**src/rtl/rs232_tx_serialiser.sv**
```systemverilog
// Serialises the low byte of each stb/ack stream word into an 8N1/8N2 UART frame.
// All outputs are registered; one word is consumed per frame, and ack is issued only from IDLE.
module rs232_tx_serialiser #(
  parameter int CLOCK_FREQUENCY = 100000000,
  parameter int BAUD_RATE       = 115200,
  parameter int STOP_BITS       = 1
) (
  input  logic        clk,
  input  logic        rst,
  input  logic [31:0] in_data,
  input  logic        in_data_stb,
  output logic        in_data_ack,
  output logic        tx,
  output logic        busy
);

  localparam int unsigned CLKS_PER_BIT = CLOCK_FREQUENCY / BAUD_RATE;
  localparam int unsigned NUM_STOP     = (STOP_BITS == 2) ? 2 : 1;
  localparam int unsigned CNT_W        = $clog2(CLKS_PER_BIT);

  typedef enum logic [1:0] {IDLE, START, DATA, STOP} state_t;

  state_t             state_q, state_d;
  logic [CNT_W-1:0]   baud_q, baud_d;
  logic [2:0]         bit_q, bit_d;
  logic               stop_q, stop_d;
  logic [7:0]         shift_q, shift_d;
  logic               tx_q, tx_d;
  logic               busy_q, busy_d;
  logic               ack_q, ack_d;
  logic               last_clk;

  // Bits [31:8] of the stream word carry nothing for the line.
  logic unused_upper;
  assign unused_upper = ^in_data[31:8];

  assign last_clk    = (baud_q == CNT_W'(CLKS_PER_BIT - 1));
  assign in_data_ack = ack_q;
  assign tx          = tx_q;
  assign busy        = busy_q;

  // State and datapath registers; reset abandons any frame in flight.
  always_ff @(posedge clk) begin
    if (rst) begin
      state_q <= IDLE;
      baud_q  <= '0;
      bit_q   <= '0;
      stop_q  <= 1'b0;
      shift_q <= '0;
      tx_q    <= 1'b1;
      busy_q  <= 1'b0;
      ack_q   <= 1'b0;
    end else begin
      state_q <= state_d;
      baud_q  <= baud_d;
      bit_q   <= bit_d;
      stop_q  <= stop_d;
      shift_q <= shift_d;
      tx_q    <= tx_d;
      busy_q  <= busy_d;
      ack_q   <= ack_d;
    end
  end

  // Next-state logic; tx is computed one cycle ahead so the line is driven straight from a flop.
  always_comb begin
    state_d = state_q;
    baud_d  = baud_q;
    bit_d   = bit_q;
    stop_d  = stop_q;
    shift_d = shift_q;
    tx_d    = tx_q;
    busy_d  = busy_q;
    ack_d   = 1'b0;
    case (state_q)
      IDLE: begin
        tx_d   = 1'b1;
        busy_d = 1'b0;
        baud_d = '0;
        if (in_data_stb) begin
          shift_d = in_data[7:0];
          ack_d   = 1'b1;
          tx_d    = 1'b0;
          busy_d  = 1'b1;
          bit_d   = '0;
          state_d = START;
        end
      end
      START: begin
        if (last_clk) begin
          baud_d  = '0;
          bit_d   = '0;
          tx_d    = shift_q[0];
          state_d = DATA;
        end else begin
          baud_d = baud_q + 1'b1;
        end
      end
      DATA: begin
        if (last_clk) begin
          baud_d = '0;
          if (bit_q == 3'd7) begin
            tx_d    = 1'b1;
            stop_d  = 1'b0;
            state_d = STOP;
          end else begin
            bit_d   = bit_q + 1'b1;
            shift_d = {1'b0, shift_q[7:1]};
            tx_d    = shift_q[1];
          end
        end else begin
          baud_d = baud_q + 1'b1;
        end
      end
      STOP: begin
        tx_d = 1'b1;
        if (last_clk) begin
          baud_d = '0;
          if (stop_q == 1'(NUM_STOP - 1)) begin
            busy_d  = 1'b0;
            state_d = IDLE;
          end else begin
            stop_d = 1'b1;
          end
        end else begin
          baud_d = baud_q + 1'b1;
        end
      end
      default: begin
        state_d = IDLE;
      end
    endcase
  end

endmodule

```
**config.mk**
```make
export PLATFORM = sky130hd
export DESIGN_NAME = rs232_tx_serialiser
export DESIGN_NICKNAME = d
export VERILOG_FILES = /design/src/rtl/rs232_tx_serialiser.sv
export SDC_FILE = /design/constraint.sdc
export NUM_CORES = 1
export LEC_CHECK = 0
export CORE_MARGIN = 2
export CORE_UTILIZATION = 48
export CTS_CLUSTER_DIAMETER = 100
export DETAILED_ROUTE_END_ITERATION = 8
export DONT_BUFFER_PORTS = 1
export GPL_TIMING_DRIVEN = 0
export PLACE_DENSITY = 0.72
export REMOVE_ABC_BUFFERS = 1
export SYNTH_ARGS = -nofsm -noshare
export SYNTH_HDL_FRONTEND = slang
export SYNTH_SLANG_ARGS = --single-unit
export TNS_END_PERCENT = 20
```
**constraint.sdc**
```tcl
create_clock -name clk -period 3.05 [get_ports clk]
set_clock_uncertainty 0.1 [all_clocks]
set_input_delay 0.61 -clock clk [delete_from_list [all_inputs] [get_ports clk]]
set_output_delay 0.61 -clock clk [all_outputs]
set_load 0.01 [all_outputs]
```
==> impl_results.md <==
* Die Span Y at 58.9 microns
* Status: finished, final reports clean
* Sequential group share of total power at 41.8%
* RSZ-0062 raised after global routing: no
* Via Count at 1127
* P_leak at 0.522 nW
* Vias per cell at 6.16
* Antenna violations before repair at 0
* Max Slew Vio Count at 0
* Final nets at 195
* Critical Path Sink Type: flip-flop
* Clock Latency Late Sink at 330 ps
* Buf+Inv Stages, Crit Path at 1
* Delay of the slowest cell on the worst path at 510 ps
* Mapped Cells at 155
* Placed wire-length estimate at 1.98 mm
* Ys async rst share at 0%
* Post-CTS Hold Buffers at 0
* Final WL at 2.70 mm
* Core Rows at 19
* Setup TNS at 0 ps
* CP max-delay cell: ha_1
* Endpoints failing setup at 0
* Remaining DRCs at 0
* Drt pass-1 iters at 5
* Worst path cell trace: inv_1 -> ha_1 -> nand2b_1 -> nand2b_2 -> or2_1 -> o221a_1
* Maximum vdd drop at 0.337 mV
* Ant diodes at 0
* Worst setup SP type: flip-flop
* Post-synthesis register bit count at 26
* Core area at 2810 sq um
* Vias in the first global route at 1120
* Clock root buffer: clkbuf_4
* Sequential-to-total area share from yosys stat at 36.0%
* Combinational share of power at 38.0%
* Post-synth EDFFs at 0
* Slew headroom at 63.1%
* Antenna viol nets, final at 0
* Net Sw Frac at 37.0%
* Synth Cell Area at 1450 sq um
* Synth unique cells at 48
* Finished Core Util at 52.9%
* Fmax at 469 MHz
* Primary FF master, synth: dfxtp_1
* Max clock buf depth at 2
* Final Wtd Congestion at 0.770
* CP Class: flip-flop to flip-flop
* GR Layer Usage met1 at 21.2%
* Met3 usage at 4.62%
* Final Critical Period at 2130 ps
* Grt met2 use at 32.5%
* Max H-tree Level at 1
* Post-CTS Setup Inserts at 0
* Most common cell after layout, fill and taps aside: dfxtp_1
* Pwr per Cell Area at 783 nW/um^2
* Max_cap viols at 0
* Clock slew at reported path FFs at 130 ps
* Commonest non-fill, non-tap cells in the layout: 26 x dfxtp_1, 12 x nand2_1, 10 x nor2_2
* Die Width at 58.9 microns
* Avg WL per Cell at 14.8 microns
* DIE AREA at 3470 sq um
* First-pass GRT wire length at 4.90 mm
* DR iter-0 viols at 41
* Num ports at 38
* Sink Count at 26
* Post-cts resize count at 0
* Required @ worst endpoint at 3180 ps
* Tcrit/Tclk final at 69.9%
* Starting Density at 51.6%
* Final hold violation count at 0
* GR Overflow Total at 0
* Share of layout cells above drive strength 1 at 19.7%
* Slew at the pin with the worst max-slew slack at 553 ps
* Worst-path maximum fanout at 18
* Synth-to-Final Area Change at 2.51%
* Clk pwr share at 20.2%
* Largest net degree at the start of global routing at 19
* CTS buffer count at 3
* Syn avg cell area at 9.33 sq um
* Critical Path AT at 2270 ps
* Busiest metal layer after global routing: met2
* Psw at 0.430 mW
* HP Class: input pin to flip-flop
* CTS tree: yes
* YS warnings at 0
* Pint at 0.731 mW
* Port buffer count at 0
* Total Routing Usage GR at 18.1%
* CP delay by family, top: simple AND/OR/NAND/NOR gates
==> metrics by stage <==
step / cell area, sq um / cells / hold WS [ps] / worst slack (ps) / power (mW)
global placement: 1430 / 179 / 345 / 1010 / 0.908
CTS: 1480 / 183 / 218 / 912 / 1.17
floorplan: 1390 / 148 / 333 / 1210 / 0.834
finish: 1480 / 183 / 229 / 918 / 1.16
global route: 1480 / 183 / 196 / 744 / 1.26
detailed placement: 1430 / 179 / 355 / 949 / 0.934
==> cell usage after synthesis, types with 3 or more instances <==
cell	n	share of area (%)
dfxtp_1	26	36
nand2_1	12	3.1
nor2_2	10	4.3
a21oi_1	9	3.1
o21ai_0	9	3.1
ha_1	7	6.1
inv_1	6	1.6
nor2_1	6	1.6
o221a_1	6	4.7
or3b_2	6	3.6
xor2_1	5	3.0
nor3_1	4	1.4
o211ai_1	4	2.1
nand4_1	3	1.3
xnor2_1	3	1.8
==> state kept, by name (all words and copies together), names as in the netlist <==
signal	count
shift_q	8
bit_q	3
state_q	2
busy	1
in_data_ack	1
tx	1
baud_q	10
==> layout make-up <==
type                    count  area [sq um]
fillers                   267          1320
clock inverters             1          30.0
flip-flops and latches     26           520
multi-input cells         116           848
well taps                  31          38.8
clock buffers               3          22.5
inverters                   6          22.5
==> per-layer routing <==
metal  vias up  wire [microns]
li1        559               -
met1       549            1150
met2        14            1440
met3         5              68
met4         0              40
met5         -               0
==> worst paths after layout <==
kind | from | endpoint | slack (ps) | cells after the start
min reg2reg | bit_q[1] | bit_q[1] | 370 | 2
max reg2reg | state_q[0] | shift_q[3] | 920 | 6
min | rst | shift_q[7] | 230 | 1
max | state_q[0] | shift_q[3] | 920 | 6
==> power groups by stage <==
stage / Combinational [mW] / Clock, mW / Sequential [mW]
after floorplan: 0.358 / 0 / 0.476
final: 0.441 / 0.235 / 0.485
after CTS: 0.444 / 0.244 / 0.485
after global routing: 0.502 / 0.262 / 0.497
after detailed placement: 0.441 / 0 / 0.493
after global placement: 0.419 / 0 / 0.489
==> cells by family (layout without fill, tap and decap cells) <==
family / after synthesis / after routing / synth area share [%]
adder cells (fa/ha/maj): 7 / 7 / 6.06
flip-flops: 26 / 26 / 36.0
XOR/XNOR: 8 / 8 / 4.84
multiplexers: 1 / 1 / 0.692
AND/OR/NAND/NOR: 58 / 58 / 25.2
AO/OA/AOI/OAI: 42 / 42 / 21.9
buffers and inverters: 13 / 10 / 5.36
Note: power is estimated with default switching activity, not from simulation.
